## src/rtl/regacc_pkg.sv

```systemverilog
// Shared types and constants for the register-file access sequencer.
package regacc_pkg;

    localparam int DATA_W_DEF = 32;
    localparam int ADDR_W_DEF = 5;
    localparam int REG_ZERO   = 0;

    typedef enum logic [2:0] {
        IDLE    = 3'd0,
        RD      = 3'd1,
        RD_WAIT = 3'd2,
        OUT     = 3'd3,
        WR      = 3'd4,
        WR_HOLD = 3'd5
    } state_t;

endpackage

```

## src/rtl/wb_buffer.sv

```systemverilog
// One-entry writeback holding register; accepts when empty, freed by clear.
module wb_buffer #(
    parameter int DATA_W = 32,
    parameter int ADDR_W = 5
) (
    input  logic              clk,
    input  logic              reset,
    input  logic              clear,
    input  logic              in_valid,
    output logic              in_ready,
    input  logic [ADDR_W-1:0] in_addr,
    input  logic [DATA_W-1:0] in_data,
    output logic              full,
    output logic [ADDR_W-1:0] addr,
    output logic [DATA_W-1:0] data
);

    assign in_ready = !full;

    always_ff @(posedge clk) begin
        if (reset) begin
            full <= 1'b0;
            addr <= '0;
            data <= '0;
        end else if (in_valid && !full) begin
            full <= 1'b1;
            addr <= in_addr;
            data <= in_data;
        end else if (clear) begin
            full <= 1'b0;
        end
    end

endmodule

```

## src/rtl/regfile_access_ctrl.sv

```systemverilog
// Initiator-side sequencer for the 2-read/1-write register file: operand
// fetch with valid/ready return, buffered writeback, register 0 hard-wired.
module regfile_access_ctrl
    import regacc_pkg::*;
#(
    parameter int DATA_W = DATA_W_DEF,
    parameter int ADDR_W = ADDR_W_DEF
) (
    input  logic              clk,
    input  logic              reset,
    input  logic              issue_valid,
    output logic              issue_ready,
    input  logic [ADDR_W-1:0] rs,
    input  logic [ADDR_W-1:0] rt,
    input  logic              rs_used,
    input  logic              rt_used,
    output logic              op_valid,
    input  logic              op_ready,
    output logic [DATA_W-1:0] op_a,
    output logic [DATA_W-1:0] op_b,
    input  logic              wb_valid,
    output logic              wb_ready,
    input  logic [ADDR_W-1:0] wb_addr,
    input  logic [DATA_W-1:0] wb_data,
    output logic              ena,
    output logic              enb,
    output logic [ADDR_W-1:0] addra,
    output logic [ADDR_W-1:0] addrb,
    input  logic [DATA_W-1:0] dataa,
    input  logic [DATA_W-1:0] datab,
    output logic              enc,
    output logic [ADDR_W-1:0] addrc,
    output logic [DATA_W-1:0] datac
);

    localparam logic [ADDR_W-1:0] ZERO_ADDR = ADDR_W'(REG_ZERO);

    state_t state;
    state_t next_state;

    logic [ADDR_W-1:0] rs_q;
    logic [ADDR_W-1:0] rt_q;
    logic              rs_used_q;
    logic              rt_used_q;
    logic              rs_live;
    logic              rt_live;
    logic              issue_accept;

    logic              buf_full;
    logic              buf_clear;
    logic [ADDR_W-1:0] buf_addr;
    logic [DATA_W-1:0] buf_data;

    wb_buffer #(
        .DATA_W (DATA_W),
        .ADDR_W (ADDR_W)
    ) u_wb_buffer (
        .clk      (clk),
        .reset    (reset),
        .clear    (buf_clear),
        .in_valid (wb_valid),
        .in_ready (wb_ready),
        .in_addr  (wb_addr),
        .in_data  (wb_data),
        .full     (buf_full),
        .addr     (buf_addr),
        .data     (buf_data)
    );

    // A pending or arriving writeback blocks the issue so writes land first.
    assign issue_ready  = (state == IDLE) && !buf_full && !wb_valid && !reset;
    assign issue_accept = issue_valid && issue_ready;
    assign rs_live      = rs_used_q && (rs_q != ZERO_ADDR);
    assign rt_live      = rt_used_q && (rt_q != ZERO_ADDR);
    assign op_valid     = (state == OUT);

    always_ff @(posedge clk) begin
        if (reset) begin
            state     <= IDLE;
            rs_q      <= '0;
            rt_q      <= '0;
            rs_used_q <= 1'b0;
            rt_used_q <= 1'b0;
            op_a      <= '0;
            op_b      <= '0;
        end else begin
            state <= next_state;
            if (issue_accept) begin
                rs_q      <= rs;
                rt_q      <= rt;
                rs_used_q <= rs_used;
                rt_used_q <= rt_used;
            end
            if (state == RD_WAIT) begin
                op_a <= rs_live ? dataa : '0;
                op_b <= rt_live ? datab : '0;
            end
        end
    end

    always_comb begin
        next_state = state;
        ena        = 1'b0;
        enb        = 1'b0;
        enc        = 1'b0;
        addra      = '0;
        addrb      = '0;
        addrc      = '0;
        datac      = '0;
        buf_clear  = 1'b0;
        case (state)
            IDLE: begin
                if (buf_full || wb_valid) begin
                    next_state = WR;
                end else if (issue_valid) begin
                    next_state = RD;
                end
            end
            RD: begin
                ena        = rs_live;
                enb        = rt_live;
                addra      = rs_q;
                addrb      = rt_q;
                next_state = RD_WAIT;
            end
            RD_WAIT: begin
                addra      = rs_q;
                addrb      = rt_q;
                next_state = OUT;
            end
            OUT: begin
                if (op_ready) begin
                    next_state = IDLE;
                end
            end
            // Writes to register 0 still walk WR/WR_HOLD but never strobe.
            WR: begin
                enc        = (buf_addr != ZERO_ADDR);
                addrc      = buf_addr;
                datac      = buf_data;
                next_state = WR_HOLD;
            end
            WR_HOLD: begin
                addrc      = buf_addr;
                datac      = buf_data;
                buf_clear  = 1'b1;
                next_state = IDLE;
            end
            default: begin
                next_state = IDLE;
            end
        endcase
    end

endmodule

```

## config.mk

```make
export PLATFORM = sky130hd
export DESIGN_NAME = regfile_access_ctrl
export DESIGN_NICKNAME = d
export VERILOG_FILES = /design/src/rtl/regacc_pkg.sv /design/src/rtl/wb_buffer.sv /design/src/rtl/regfile_access_ctrl.sv
export SDC_FILE = /design/constraint.sdc
export NUM_CORES = 1
export LEC_CHECK = 0
export ABC_AREA = 1
export CAP_MARGIN = 20
export CORE_MARGIN = 5
export CORE_UTILIZATION = 42
export DETAILED_ROUTE_END_ITERATION = 8
export GPL_TIMING_DRIVEN = 1
export PLACE_DENSITY_LB_ADDON = 0.2
export SLEW_MARGIN = 30
export SYNTH_ARGS = -nofsm -noshare
export SYNTH_HDL_FRONTEND = slang
export SYNTH_SLANG_ARGS = --single-unit
export TNS_END_PERCENT = 1
```

## constraint.sdc

```tcl
create_clock -name clk -period 1.6 [get_ports clk]
set_clock_uncertainty 0.2 [all_clocks]
set_input_delay 0.16 -clock clk [delete_from_list [all_inputs] [get_ports clk]]
set_output_delay 0.16 -clock clk [all_outputs]
set_load 0.005 [all_outputs]
```

Yosys cells after proc, flatten, opt, wreduce, memory -nomap -nowiden:

Index checks and enable logic that the tools add are counted.

* flip-flop bits (word level): 117
* output and inout port bits: 117
* word-level logic and storage cells: 52
* input port bits: 118

* reduce and logical (&&, ||, !) cells: 19
* eq/ne operators: 7
* muxes and demuxes: 16

Operator list (count)
* $mux 32: 3
* $mux 5: 3
* $pmux 3 s5: 1
* $reduce_bool 5->1: 3
* $mux 3: 3
* $logic_and 1x1->1: 7
* $eq 3x2->1 const B: 2
* $eq 3x3->1 const B: 2
* $mux 1: 6
* $reduce_or 2->1: 2
* $eq 3x1->1 const B: 1
* $logic_not 1->1: 3
* $logic_not 3->1: 1
* $ne 3x2->1 const B: 1
* $ne 2x1->1 const B: 1
* $reduce_and 2->1: 1
* $reduce_bool 2->1: 1
* $logic_or 1x1->1: 1

Logic depth before layout (Yosys ltp):

Gate-level depths: netlist of run 1.

* word-level depth: 5
* mapped depth: 7

By module:

A second synthesis of run 1 with hierarchy kept.

* cells, all modules: 749
* area total of the unflattened synthesis: 5203.7 sq um

By module, submodules not included
* regfile_access_ctrl: times used 1, cells each 504, area an instance 3577.2 sq um, seq. area each 1581.5 sq um
* wb_buffer: times used 1, cells each 245, area an instance 1626.6 sq um, seq. area each 760.7 sq um

Worst setup path before layout of run 1:

No wires, ideal clock.

* kind: register to register
* start point: reg u_wb_buffer.full
* end point: reg rs_q[0]
* slack: 278 ps
* data arrival time: 1009 ps
* period minus slack after synthesis: 1322 ps
* cell stages (with the launch flop): 8
* library setup time: 113 ps
* buffers on the path: 1
* path through: dfxtp_1 nor2_2 nand3_2 nor2_4 nand2_2 buf_6 nand2_1 nand2_1

* longest elaborated chain between the ends: 5

Ends and longest elaborated chain
* start, declared: RTL line wb_buffer.sv:13 `output logic full,`
* start signal, assigned: RTL line wb_buffer.sv:22 `full <= 1'b0;`
* start signal, assigned: RTL line wb_buffer.sv:26 `full <= 1'b1;`
* start signal, assigned: RTL line wb_buffer.sv:30 `full <= 1'b0;`
* $logic_not 1->1: RTL line regfile_access_ctrl.sv:71 `assign issue_ready = (state == IDLE) && !buf_full && !wb_valid && !reset;`
* $logic_and 1x1->1 (3 in a row): RTL line regfile_access_ctrl.sv:71
* $logic_and 1x1->1: RTL line regfile_access_ctrl.sv:72 `assign issue_accept = issue_valid && issue_ready;`
* end signal, assigned: RTL line regfile_access_ctrl.sv:89 `rs_q <= rs;`
* end, declared: RTL line regfile_access_ctrl.sv:41 `logic [ADDR_W-1:0] rs_q;`

No other way between the ends.
A chain may end at the register's enable or synchronous reset.

Final worst setup path of run 1:

* start point: reg state[1]
* end point: out addra[3]

* longest elaborated chain between the ends: 3
* elaborated cells between the ends (all ways): 4
* those cells by class: 2 x eq/ne; 1 x mux; 1 x reduce/logical

Ends and longest elaborated chain
* start, declared: RTL line regfile_access_ctrl.sv:38 `state_t state;`
* start signal, assigned: RTL line regfile_access_ctrl.sv:87 `state <= next_state;`
* $eq 3x2->1 or $eq 3x1->1 (tied branches): RTL line regfile_access_ctrl.sv:111 `case (state)`
* $reduce_or 2->1 (no line) (*)
* $mux 5 (*): RTL line regfile_access_ctrl.sv:111
* end, declared: RTL line regfile_access_ctrl.sv:27 `output logic [ADDR_W-1:0] addra,`

Every way passes the cells marked *; elsewhere a longest branch is shown, timed or not.

==> flow_summary.ini, run 1 <==
[critical_path]
cp.required_ns = 1.24
r2r_cells = 9
slowest_delay_ns = 0.37
path_depth = 7
slowest_stage = dfxtp_4
endpoint_kind = output port
cp_top_family = buffers and inverters
worstPathArrival_ns = 1.51
path_buf_inv = 4
cp-start-kind = flip-flop
path_class = flip-flop to output port
crit_chain = inv_4, buf_6, nand3_4, nand2_4, clkinvlp_4, nor2_2, buf_2
rrSetupSlack_ns = -0.01
worstPathMaxFanout = 5

[finish]
final_common_cell = clkdlybuf4s50_1
drive_gt1_share_pct = 32.5
syn_to_final_growth_pct = 57.6
layout.nets = 989
layout_common_cells = clkdlybuf4s50_1 (117), dfxtp_1 (108), nand3_1 (77), dlygate4sd2_1 (65), a21oi_2 (60)

[logic_synthesis]
synth_enable_flop_cells = 0
synthTopCellsByArea = dfxtp_1 (44%), a21oi_2 (9.9%), o21ai_2 (9.2%)
synthDistinctLibCells = 26
ys_seq_area_share_pct = 44.2
netlist_area_sq_um = 5300
synth_cells = 630
yosysWarningCount = 0
synth_top_area_cell = dfxtp_1
syn_area_per_cell_sq_um = 8.42
synthFlopType = dfxtp_1
ys_ff_latch = 117
syn_nets = 748
synth_async_sr_flop_share_pct = 0
yosysTopAreaCellShare_pct = 44.2

[status]
status = finished with violations
violations = setup timing

[timing]
max_freq_mhz = 534
hold_violations = 0
tightest_slew_ns = 0.385
rsz0062_at_grt = true
slew_headroom_pct = 74.3
period_share_pct = 117
setup_violations = 55
fin_ws_ns = -0.274
finalCriticalPeriod_ns = 1.87
setup_tns_ns = -7.92
slew_viol_final = 0

[power_and_ir_drop]
power.leakage_nw = 3.48
powerDensity_nw_per_um2 = 1130
vdd_drop_max_v = 0.000645

[floorplanning]
fp.dieArea_sq_um = 15000
start_util_pct = 42.4
design.portCount = 235
die_y_microns = 122
fp-row-count = 41
die_w_microns = 122
core_sq_um = 12500

[clocking]
clock_latency_ns = 0.41
path_clk_slew_ns = 0.05
cts_root_buffer = clkbuf_16
cts_tree = done
hold_buffers = 0
cts_max_level = 4
cts_buffers = 17
cts_buffer_depth = 2
cts.sink_count = 117

[global_routing]
grt_usage_pct = 21.3
grt_max_degree = 39
antenna_found_initial = 1
grt_overflow = 0
grt_pass1_wl_microns = 25100
grt_pass1_vias = 5133

[flow_run]
maxCapViolCount = 0

[route]
wire_per_inst_microns = 15.3
post_drt_via_cell_ratio = 4.89
drt-total-wl_microns = 16200
post-route-drc-count = 0
vias = 5161
drtPass1Iterations = 4
ant_nets = 0
drt_iter0_drc = 234

[worst_hold_path]
hold_depth = 3
holdCritPathClass = input port to flip-flop

[placement]
gp_congestion = 0.879
hpwl_microns = 11700
pre_cts_slack_ns = -0.262
io_buffers = 234
-- cell type report --
type | count | area [sq um]
fill | 1082 | 4160
timing repair buffer | 278 | 2570
multi-input combinational | 396 | 2420
sequential | 117 | 2360
clock buffer | 26 | 519
inverter | 60 | 243
tap | 172 | 215
clock inverter | 4 | 20.0
timing repair inverter | 1 | 7.51
antenna | 1 | 2.50
-- kinds of logic after synthesis --
kind of cell           synth area share [%]
AO/OA/AOI/OAI                          27.6
buffers and inverters                  11.9
flip-flops                             44.2
AND/OR/NAND/NOR                        16.3
-- power by group --
part	switching (mW)	leakage (nW)	internal [mW]
Combinational	1.30	2.24	1.24
Sequential	0.219	0.961	3.28
Clock	1.22	0.272	2.19
-- synth_stat cells (4+ instances only) --
cell,instances
nand3_2,4
a21oi_1,42
buf_8,6
inv_1,52
o21ai_1,37
inv_2,8
nand3_1,78
buf_6,7
nand2_1,32
clkbuf_1,15
o21ai_0,8
buf_2,19
buf_4,8
nor2_1,67
o21ai_2,56
a21oi_2,60
dfxtp_1,117
-- worst paths after layout --
check | start | to
setup / recovery | state[1]$_SDFFE_PP0P_ | addra[3]
hold / removal | rt[0] | rt_q[0]$_SDFFE_PP0P_
setup reg to reg | state[1]$_SDFFE_PP0P_ | rs_q[3]$_SDFFE_PP0P_
hold reg to reg | u_wb_buffer.data[17]$_SDFFE_PP0P_ | u_wb_buffer.data[17]$_SDFFE_PP0P_
-- what timing repair did --
item	in CTS	in global routing
endpoints found under the hold margin	0	0
buffers inserted	5	2
setup endpoints to repair	129	88
resized for setup	301	11
cloned	2	0
pin swaps	6	5
-- routing by layer --
layer | GRT usage (%) | vias up | wire length, microns
li1 | - | 2594 | -
met1 | 24.2 | 2369 | 6500
met2 | 36.3 | 178 | 8050
met3 | 7.33 | 20 | 1320
met4 | 9.03 | 0 | 305
met5 | 0 | - | 0
-- registers in the layout (all words and copies together), names as in the netlist --
name and cells:
rt_q 5, state 3, rs_used_q 1, u_wb_buffer.full 1, rt_used_q 1, u_wb_buffer.data 32, u_wb_buffer.addr 5, rs_q 5
op_b 32, op_a 32
-- worst min-delay path: cells and delay by family --
family                 cells  cell delay (ns)
buffers and inverters      1             0.39
and+or+nand+nor            2             0.13
-- stage by stage --
| step | power (mW) | utilization, % | std cells | cell area [sq um] | hold WS (ns) |
|---|---|---|---|---|---|
| after floorplan | 4.82 | - | 630 | 5300 | 0.0981 |
| after global placement | 6.02 | 63.0 | 1015 | 7890 | 0.238 |
| after detailed placement | 6.09 | 63.0 | 1015 | 7890 | 0.245 |
| after CTS | 9.50 | 66.3 | 1052 | 8290 | 0.102 |
| after global routing | 9.92 | 66.8 | 1055 | 8360 | 0.115 |
| final | 9.45 | 66.8 | 1055 | 8360 | 0.122 |
Power figures use the tool's default switching activity.
==> run 2: changes to the inputs <==
Settings changed: PLACE_DENSITY set to 0.8, PLACE_DENSITY_LB_ADDON 0.2 to unset.
==> run 2 against run 1 <==
  * The flow still finishes with violations (setup timing)
  * Clock power grew 24%
  * Power rose by 10%
  * Setup slack improved by 0.042 ns
  * Count of clock-buffer cells in the layout shrank 2
  * Routed wire length rose by 5.3%
  * Utilization is 2.4 points higher
  * Largest power group is now clock
==> flow_summary.ini, run 2 (same netlist as run 1, synthesis figures left out) <==
[status]
status = finished with violations
violations = setup timing

[critical_path]
slowest_delay_ns = 0.37
crit_chain = buf_6, nor2_4, buf_6, nand3_4, nor2_4, buf_2
reg2reg_from = state[1]$_SDFFE_PP0P_
r2r_cells = 10
slowest_stage = dfxtp_4
cp-start-kind = flip-flop
crit_start = state[1]$_SDFFE_PP0P_
endpoint_kind = output port
r2r-end = rt_q[2]$_SDFFE_PP0P_
cp.required_ns = 1.24
path_class = flip-flop to output port
worstPathMaxFanout = 4
worstPathArrival_ns = 1.47
rrSetupSlack_ns = -0.17

[route]
post_drt_via_cell_ratio = 5.03
drt_iter0_drc = 241
post-route-drc-count = 0
drtPass1Iterations = 5
ant_nets = 0
vias = 5306
drt-total-wl_microns = 17000
wire_per_inst_microns = 16.2

[timing]
fin_ws_ns = -0.232
hold_violations = 0
slew_headroom_pct = 75.1
setup_violations = 83
period_share_pct = 114
finalCriticalPeriod_ns = 1.83
rsz0062_at_grt = true
max_freq_mhz = 546
holdWs_ns = 0.124
tightest_slew_ns = 0.373
slew_viol_final = 0

[clocking]
cts_root_buffer = clkbuf_16
cts_max_level = 4
cts.sink_count = 117
path_clk_slew_ns = 0.06
hold_buffers = 0
cts_buffer_depth = 2
cts_buffers = 17
clock_latency_ns = 0.40
cts_tree = done

[finish]
drive_gt1_share_pct = 36.2
layout.nets = 988
layout_common_cells = clkdlybuf4s50_1 (117), dfxtp_1 (108), nand3_1 (77), dlygate4sd2_1 (65)
insertedDiodeCount = 0
multi_input_area_sq_um = 2550
final_common_cell = clkdlybuf4s50_1
fillerInstances = 1024
regArea_sq_um = 2360
fin_area_sq_um = 8650
reg_top3 = op_a: 32 flops, op_b: 32 flops, u_wb_buffer.data: 32 flops
syn_to_final_growth_pct = 63.1
utilization_pct = 69.1

[placement]
dpl_cell_area_sq_um = 7860
gp_congestion = 0.787
io_buffers = 234
hpwl_microns = 12000

[global_routing]
use_met1_pct = 22.6
grt_usage_pct = 21.8
antenna_found_initial = 0
grt_pass1_wl_microns = 25800
use_met3_pct = 8.94
grt_most_used_layer = met2
grt_overflow = 0
grt_max_degree = 42
use_met2_pct = 38.4
grt_pass1_vias = 5435

[flow_run]
maxCapViolCount = 0

[floorplanning]
design.portCount = 235
start_util_pct = 42.4
die_w_microns = 122
fp.dieArea_sq_um = 15000
core_sq_um = 12500
die_y_microns = 122
fp-row-count = 41

[power_and_ir_drop]
powerDensity_nw_per_um2 = 1210
power.leakage_nw = 3.53
vdd_drop_max_v = 0.000805

[worst_hold_path]
hold_depth = 3
hold_end = op_b[3]$_SDFFE_PP0N_
hold_start = datab[3]
holdCritPathClass = input port to flip-flop
## run 2: cell count changes in the layout (fill, tap and decap cells not counted), sizes merged
| cell | before | now |
|---|---|---|
| bufinv | 0 | 5 |
| buf | 87 | 83 |
| clkdlybuf4s15 | 9 | 13 |
| clkbuf | 26 | 24 |
| inv | 60 | 58 |
| diode | 1 | 0 |
## run 2: report_power, final
group          total, mW  internal [mW]  leakage (nW)  switching (mW)
sequential          3.50           3.28         0.961           0.221
combinational       2.73           1.32          2.24            1.41
clock               4.22           2.97         0.326            1.25
## run 2: how the worst max path moves through the flow
stage	cells past startpoint	slack [ns]	endpoint
after floorplan	7	0.28	rs_q[0]$_SDFFE_PP0P_
after global placement	5	-0.22	issue_ready
after detailed placement	5	-0.23	issue_ready
after CTS	6	-0.22	addra[3]
after global routing	7	-0.31	addrb[0]
final	6	-0.23	issue_ready
## run 2: layer usage
| metal | vias up | share of wire (%) | routed length, microns |
|---|---|---|---|
| li1 | 2579 | - | - |
| met1 | 2461 | 37 | 6360 |
| met2 | 224 | 50 | 8560 |
| met3 | 42 | 9.2 | 1580 |
| met4 | 0 | 3.2 | 540 |
| met5 | - | 0 | 0 |
## run 2: timing repair
action | 4_1_cts | 5_1_grt
cloned | 1 | 0
resized for setup | 289 | 73
setup buffers | 0 | 8
endpoints found under the setup margin | 163 | 105
pin swaps | 0 | 5
## run 2: cell type report
class	count	share of cell area, %
clock buffer	24	5.80
clock inverter	8	1.94
inverter	60	2.89
multi-input combinational	396	29.4
sequential	117	27.3
tap	172	2.49
timing repair buffer	278	30.2
## run 2: critical path: cells and delay by family (launching register included)
kind	cells	cell delay [ns]
flip-flops	1	0.37
buffers and inverters	3	0.37
AND/OR/NAND/NOR	3	0.33
## run 2: through the flow
stage / setup WS, ns / total power [mW] / std cells / TNS, ns
after global placement: -0.215 / 6.02 / 1014 / -6.54
after global routing: -0.306 / 10.9 / 1055 / -14.44
after detailed placement: -0.233 / 6.10 / 1014 / -12.40
final: -0.232 / 10.4 / 1055 / -8.00
after CTS: -0.219 / 10.3 / 1047 / -6.48
after floorplan: 0.278 / 4.82 / 630 / 0
